**src/rtl/reg_file_rename_pkg.sv**
```systemverilog
// Shared widths, tag encoding and value types for the renaming register file.
package reg_file_rename_pkg;
    localparam int REG_NUM   = 32;
    localparam int REG_IDX_W = 5;
    localparam int DATA_W    = 32;
    localparam int ROB_ID_W  = 5;

    typedef logic [DATA_W-1:0]    data_t;
    typedef logic [ROB_ID_W-1:0]  rob_id_t;
    typedef logic [REG_IDX_W-1:0] reg_idx_t;

    // ROB ids 0..15 are real producers; 16 means the register holds its committed value.
    localparam rob_id_t NON_DEP = rob_id_t'(16);
endpackage

```
**src/rtl/reg_file_rename_read_port.sv**
```systemverilog
// One source-operand read port: architectural value/tag plus same-cycle commit bypass.
module reg_file_rename_read_port
    import reg_file_rename_pkg::*;
(
    input  reg_idx_t rs_i,
    input  data_t    val_i,
    input  rob_id_t  tag_i,
    input  logic     commit_en_i,
    input  reg_idx_t commit_rd_i,
    input  rob_id_t  commit_q_i,
    input  data_t    commit_v_i,
    output data_t    v_o,
    output rob_id_t  q_o
);
    logic bypass;

    // Only forward when the committing instruction is still the registered producer.
    assign bypass = commit_en_i && (rs_i == commit_rd_i) && (rs_i != '0) && (tag_i == commit_q_i);

    always_comb begin
        v_o = val_i;
        q_o = tag_i;
        if (rs_i == '0) begin
            v_o = '0;
            q_o = NON_DEP;
        end else if (bypass) begin
            v_o = commit_v_i;
            q_o = NON_DEP;
        end
    end
endmodule

```
**src/rtl/reg_file_rename.sv**
```systemverilog
// Architectural register file with rename tags: dispatcher reads/renames, ROB commits, mispredict flushes tags.
module reg_file_rename
    import reg_file_rename_pkg::*;
(
    input  logic     clk,
    input  logic     rst,
    input  logic     rdy,
    input  logic     mispredict,
    input  logic     enable_from_rob,
    input  data_t    V_from_rob,
    input  rob_id_t  Q_from_rob,
    input  reg_idx_t rd_from_rob,
    input  logic     enable_from_dsp,
    input  reg_idx_t rd_from_dsp,
    input  rob_id_t  rob_id_from_dsp,
    input  reg_idx_t rs1_from_dsp,
    input  reg_idx_t rs2_from_dsp,
    output data_t    Vj_to_dsp,
    output rob_id_t  Qj_to_dsp,
    output data_t    Vk_to_dsp,
    output rob_id_t  Qk_to_dsp
);
    data_t   val_q [REG_NUM];
    data_t   val_d [REG_NUM];
    rob_id_t tag_q [REG_NUM];
    rob_id_t tag_d [REG_NUM];

    logic commit_ok;
    logic issue_ok;

    assign commit_ok = enable_from_rob && (rd_from_rob != '0);
    assign issue_ok  = enable_from_dsp && (rd_from_dsp != '0);

    always_comb begin
        // NOTE: next-state starts as a copy of current state so every path is assigned and no latch is inferred.
        val_d = val_q;
        tag_d = tag_q;
        if (mispredict) begin
            for (int i = 0; i < REG_NUM; i++) tag_d[i] = NON_DEP;
            if (commit_ok) val_d[rd_from_rob] = V_from_rob;
        end else if (rdy) begin
            if (commit_ok) begin
                val_d[rd_from_rob] = V_from_rob;
                if (tag_q[rd_from_rob] == Q_from_rob) tag_d[rd_from_rob] = NON_DEP;
            end
            // Issue comes after commit so a same-cycle rename of rd overrides the tag clear.
            if (issue_ok) tag_d[rd_from_dsp] = rob_id_from_dsp;
        end
    end

    // NOTE: the array is reset explicitly because readers rely on val=0/tag=NON_DEP right after reset.
    always_ff @(posedge clk) begin
        if (rst) begin
            for (int i = 0; i < REG_NUM; i++) begin
                val_q[i] <= '0;
                tag_q[i] <= NON_DEP;
            end
        end else begin
            for (int i = 0; i < REG_NUM; i++) begin
                val_q[i] <= val_d[i];
                tag_q[i] <= tag_d[i];
            end
        end
    end

    reg_file_rename_read_port u_rs1 (
        .rs_i        (rs1_from_dsp),
        .val_i       (val_q[rs1_from_dsp]),
        .tag_i       (tag_q[rs1_from_dsp]),
        .commit_en_i (enable_from_rob),
        .commit_rd_i (rd_from_rob),
        .commit_q_i  (Q_from_rob),
        .commit_v_i  (V_from_rob),
        .v_o         (Vj_to_dsp),
        .q_o         (Qj_to_dsp)
    );

    reg_file_rename_read_port u_rs2 (
        .rs_i        (rs2_from_dsp),
        .val_i       (val_q[rs2_from_dsp]),
        .tag_i       (tag_q[rs2_from_dsp]),
        .commit_en_i (enable_from_rob),
        .commit_rd_i (rd_from_rob),
        .commit_q_i  (Q_from_rob),
        .commit_v_i  (V_from_rob),
        .v_o         (Vk_to_dsp),
        .q_o         (Qk_to_dsp)
    );
endmodule

```
**config.mk**
```make
export PLATFORM = sky130hd
export DESIGN_NAME = reg_file_rename
export DESIGN_NICKNAME = d
export VERILOG_FILES = /design/src/rtl/reg_file_rename_pkg.sv /design/src/rtl/reg_file_rename_read_port.sv /design/src/rtl/reg_file_rename.sv
export SDC_FILE = /design/constraint.sdc
export NUM_CORES = 2
export LEC_CHECK = 0
export CAP_MARGIN = 20
export CORE_ASPECT_RATIO = 2
export CORE_MARGIN = 5
export CORE_UTILIZATION = 40
export CTS_BUF_LIST = sky130_fd_sc_hd__clkbuf_16
export DETAILED_ROUTE_END_ITERATION = 6
export SLEW_MARGIN = 10
export SYNTH_ARGS = -nofsm -noshare
export SYNTH_HDL_FRONTEND = slang
export SYNTH_HIERARCHICAL = 1
export SYNTH_SLANG_ARGS = --single-unit
```
**constraint.sdc**
```tcl
create_clock -name clk -period 7.69 [get_ports clk]
set_input_delay 0.769 -clock clk [delete_from_list [all_inputs] [get_ports clk]]
set_output_delay 0.769 -clock clk [all_outputs]
set_load 0.02 [all_outputs]
```
**Yosys cells after proc, flatten, opt, wreduce, memory -nomap -nowiden**

Index checks and enable logic that the tools add are counted.

- Input bits: 68
- Flip-flop bits (word level): 1184
- Output and inout bits: 74

- Bitwise operators: 7
- Reductions and logical operators: 18
- Mux-type cells: 39
- $lt $le $gt $ge: 6
- Eq/ne operators: 5

Operators with widths:

| kind | number |
|---|---|
| 1024-bit 2-to-1 mux | 3 |
| 1024-bit bitwise mux | 1 |
| 160-bit 2-to-1 mux | 5 |
| 32-bit binary-select mux with 5-bit select | 2 |
| 32-bit 2-to-1 mux | 9 |
| 160-bit bitwise mux | 1 |
| 32-bit demux with 5-bit select | 1 |
| 128-bit AND | 1 |
| 128-bit inverter | 1 |
| 5-bit binary-select mux with 5-bit select | 3 |
| 5-bit 2-to-1 mux | 12 |
| 5-bit demux with 5-bit select | 2 |
| 32-bit bitwise OR | 1 |
| 5-bit equality test | 5 |
| 6-bit >= comparator (second input constant) | 4 |
| 5-bit inverter with 6-bit output | 4 |
| 5-bit nonzero test | 4 |
| 6-bit by 1-bit less-than comparator with 1-bit output (second input constant) | 2 |
| 1-bit logical AND | 10 |
| 5-bit zero test | 2 |
| 2-bit nonzero test | 1 |
| 2-bit OR reduction | 1 |

**Logic depth before layout (Yosys ltp)**

- Depth in word-level cells: 13
- Depth in mapped cells: 12

**Cells and area by module**

Netlist, hierarchy kept.

Modules (own cells, without submodules):

| module | cells an instance | sequential area each (µm²) | instances | area an instance (µm²) |
|---|---|---|---|---|
| reg_file_rename | 6631 | 23702.7 | 1 | 62292.2 |
| reg_file_rename_read_port | 147 | 0.0 | 2 | 1047.3 |

**Least setup slack after synthesis**

Ideal clock, no wire load.

- Path type: input to output
- Start point: in rs1_from_dsp[0]
- End point: out Vj_to_dsp[0]
- Data arrival time: 4385 ps
- Path slack: 2536 ps
- Cell stages on the path: 12
- Data required time: 6921 ps
- Cells stage by stage: clkbuf_1 -> buf_1 -> buf_1 -> mux4_2 -> mux4_2 -> mux2_2 -> xnor2_1 -> and4_1 -> buf_6 -> buf_8 -> nand4_1 -> a21oi_1

- Longest elaborated chain between the ends: 8

Ends and longest elaborated chain:

| what | RTL line | RTL |
|---|---|---|
| start, declared | reg_file_rename.sv:16 | `input reg_idx_t rs1_from_dsp,` |
| 5-bit inverter with 6-bit output (implied by the code) | reg_file_rename.sv:68, reg_file_rename.sv:69 |  |
| 5-bit binary-select mux with 5-bit select | reg_file_rename.sv:69 | `.tag_i (tag_q[rs1_from_dsp]),` |
| 5-bit 2-to-1 mux (implied by the code) (2 in series) | reg_file_rename.sv:69 |  |
| 5-bit equality test | reg_file_rename_read_port.sv:18 | `assign bypass = commit_en_i && (rs_i == commit_rd_i) && (rs_i != '0) && (tag_i == commit_q_i);` |
| 1-bit logical AND | reg_file_rename_read_port.sv:18 |  |
| 32-bit 2-to-1 mux | reg_file_rename_read_port.sv:26 | `end else if (bypass) begin` |
| 32-bit 2-to-1 mux (*) | reg_file_rename_read_port.sv:23 | `if (rs_i == '0) begin` |
| end, declared | reg_file_rename.sv:18 | `output data_t Vj_to_dsp,` |

Every way passes the cells marked *; elsewhere a longest branch is shown, timed or not. The select of a mux whose other input is x is not followed.

**Worst setup path after layout**

- Start point: in rs2_from_dsp[0]
- End point: out Vk_to_dsp[14]

- Longest elaborated chain between the ends: 8

Ends and longest elaborated chain:

| what | RTL line | RTL |
|---|---|---|
| start, declared | reg_file_rename.sv:17 | `input reg_idx_t rs2_from_dsp,` |
| 5-bit inverter with 6-bit output (implied by the code) | reg_file_rename.sv:80, reg_file_rename.sv:81 |  |
| 5-bit binary-select mux with 5-bit select | reg_file_rename.sv:81 | `.tag_i (tag_q[rs2_from_dsp]),` |
| 5-bit 2-to-1 mux (implied by the code) (2 in series) | reg_file_rename.sv:81 |  |
| 5-bit equality test | reg_file_rename_read_port.sv:18 |  |
| 1-bit logical AND | reg_file_rename_read_port.sv:18 |  |
| 32-bit 2-to-1 mux | reg_file_rename_read_port.sv:26 |  |
| 32-bit 2-to-1 mux (*) | reg_file_rename_read_port.sv:23 |  |
| end, declared | reg_file_rename.sv:20 | `output data_t Vk_to_dsp,` |

Marked as above.

==> flow_metrics.tcl <==
set metrics [dict create \
    grt_pass1_wl_um 398000 \
    max_freq_ghz 0.162 \
    portBuffers 141 \
    rsz0062_at_grt "no" \
    finalInstanceArea_um2 70700 \
    num-nets-final 6686 \
    root_buffer "clkbuf_16" \
    grt_max_degree 238 \
    hold_viol 0 \
    crit_required_ns 6.92 \
    hold_buffers 0 \
    fin_worst_skew_ns 0.0543 \
    cts_resized 0 \
    syn_nets 6993 \
    drive_gt1_share_pct 18.8 \
    power_density_nw_per_um2 183 \
    nFillCells 15300 \
    drt-pass1-iter-count 7 \
    p_sw_share_pct 26.7 \
    drv_slew 0 \
    start_util_pct 40.2 \
    p_switching_mw 3.47 \
    fin_crit_sh_pct 80.1 \
    critPathBufInv 3 \
    clkLatencyLatePin_ns 0.76 \
    ys_seq_elements 1184 \
    postCtsSetupBuffers 0 \
    core_region_area_um2 160000 \
    synthCells 6925 \
    crit_chain "buf_8 > mux4_2 > mux4_2 > mux2_2 > xnor2_1 > nand4_1 > buf_4 > o31ai_1 > a21oi_1 > clkdlybuf4s50_1" \
    gr-total-overflow 0 \
    detail-route-antenna-nets 0 \
    slew_headroom_pct 14.2 \
    io-pin-count 142 \
    synth_common_cells "nand2_1, a21oi_1, dfxtp_1" \
    hp-start "val_q[813]" \
    cts_tree "done" \
    yosysMostFrequentCell "nand2_1" \
    worst-path-max-fanout 64 \
    startpoint_type "primary input" \
    routed_wl_um 283000 \
    power.clock.fraction_pct 43.6 \
    numCtsBuffers 107 \
    place_area_um2 67100 \
    tns_ns 0 \
    htreeDepth 3 \
    synth_edf_count 0 \
    outcome "complete, but fails checks" \
    postSynthAreaPerCell_um2 9.30 \
    num_vias 57400 \
    antenna_found_initial 12 \
    yosysSeqAreaShare_pct 36.8 \
    dr.first_iter.drc_count 7536 \
    clkTransAtPathRegs_ns 0.07 \
    tightest_slew_ns 1.29 \
    die_area_um2 170000 \
    pwr-share-seq_pct 47.7 \
    endpoint_kind "primary output" \
    cpPeakStageDelay_ns 0.63 \
    fin_crit_ns 6.16 \
    dp_hpwl_um 174000 \
    crit_top_cell "mux4_2" \
    gp_congestion 0.968 \
    p_comb_share_pct 8.7 \
    yosysTopAreaCell "dfxtp_1" \
    ys_types 48 \
    critical_path.top_delay_family "buffers and inverters" \
    drv_cap 0 \
    power_leakage_nw 21.9 \
    syn_area_um2 64400 \
    yosysWarningCount 6 \
    p_int_mw 9.51 \
    violations "design-rule violations" \
    fp.dieW_um 294 \
    startpoint "rs2_from_dsp[0]" \
    grt_pass1_vias 55600 \
    final_core_utilization_pct 44.1 \
    row_count 208 \
    gr-usage-all-layers_pct 32.1 \
    ys_async_sr_fraction_pct 0 \
    syn2layout_area_growth_pct 9.88 \
    setup_viol 0 \
    cts.sinks 1184 \
    die_h_um 577 \
    yosysTopAreaCellShare_pct 36.8 \
    path_class "primary input to primary output" \
    cts_max_path_buffers 3 \
    synthFlopType "dfxtp_1" \
    via_per_inst 6.51 \
    slowest_stage "nand4_1" \
    cp.arrival_ns 5.39 \
    synthTopCellsByArea "dfxtp_1, mux4_2, nand2_1" \
    wl_per_cell_um 32.1 \
    ir_worst_vdd_mv 0.217 \
    drc 2 \
    hp-class "flip-flop to flip-flop" \
    r2r-start "tag_q[9]" \
]
## worst register-to-register path, stage by stage (launching register included)
cell and delay (ns):
dfxtp_1 0.41, mux2i_1 0.22, o22ai_1 0.22, nor4_1 1.06, a21oi_1 0.21, or4_4 0.93, nor4_2 0.73, o21ai_1 0.14
## kinds of logic (layout without fill, tap and decap cells)
family	after synthesis	count (layout)	share of synthesized area, %
buffers and inverters	709	491	4.82
other	0	9	0
flip-flops	1184	1184	36.8
multiplexers	894	894	28.4
AO/OA/AOI/OAI	1478	1478	12.1
XOR/XNOR	21	21	0.286
AND/OR/NAND/NOR	2639	2639	17.5
## cell type report
| type | count | area, µm² | area share [%] |
|---|---|---|---|
| diodes | 9 | 22.5 | 0.0318 |
| clock buffers | 107 | 2680 | 3.78 |
| clock inverters | 91 | 891 | 1.26 |
| inverters | 1 | 3.75 | 0.00531 |
| multi-input cells | 5032 | 38000 | 53.8 |
| flip-flops and latches | 1184 | 23700 | 33.5 |
| well taps | 2100 | 2630 | 3.71 |
| repair buffers | 292 | 2780 | 3.92 |
## per-layer routing
metal	GRT usage, %	share of wire [%]
met5	0	0.019
met1	34.6	32
met2	53.1	48
met4	29.6	12
met3	6.00	8.8
## registers in the layout, summed over array words and instances, names as in the netlist
signal  flops
val_q    1024
tag_q     160
## cells in the final DEF, fill, tap and decap left out, types with 34 or more instances in the layout
master	count
nand2_1	2058
a21oi_1	1184
dfxtp_1	1184
mux4_2	740
buf_4	137
nor2_1	131
nand3_1	130
o21ai_1	125
clkdlybuf4s50_1	121
clkbuf_16	107
mux2i_1	79
mux2_2	74
nand4_1	67
o31ai_1	64
o22ai_1	39
nor2b_1	36
nand3b_1	34
## power groups by stage
stage	sequential [mW]	combinational [mW]	clock, mW
final	6.19	1.13	5.66
after global routing	6.18	1.16	5.92
after CTS	6.18	1.10	5.70
after detailed placement	6.32	1.10	0
after global placement	6.32	1.09	0
after floorplan	6.32	0.724	0
## final timing paths
kind / endpoint / cells after the start / slack, ns
max: Vk_to_dsp[14] / 10 / 1.53
min: val_q[813] / 2 / 0.47
max reg2reg: tag_q[107] / 7 / 3.61
min reg2reg: val_q[813] / 2 / 0.47
## per-stage QoR
| step | std cells | power [mW] | setup WS, ns | hold slack, ns |
|---|---|---|---|---|
| 2_1_floorplan | 6925 | 7.04 | 2.54 | 0.443 |
| 3_3_place_gp | 8600 | 7.42 | 1.59 | 0.448 |
| 3_5_place_dp | 8605 | 7.42 | 1.58 | 0.455 |
| 4_1_cts | 8803 | 13.0 | 1.58 | 0.464 |
| 5_1_grt | 8808 | 13.3 | 1.19 | 0.480 |
| 6_report | 8816 | 13.0 | 1.53 | 0.465 |
No activity file was read; power rests on OpenSTA's default activity.
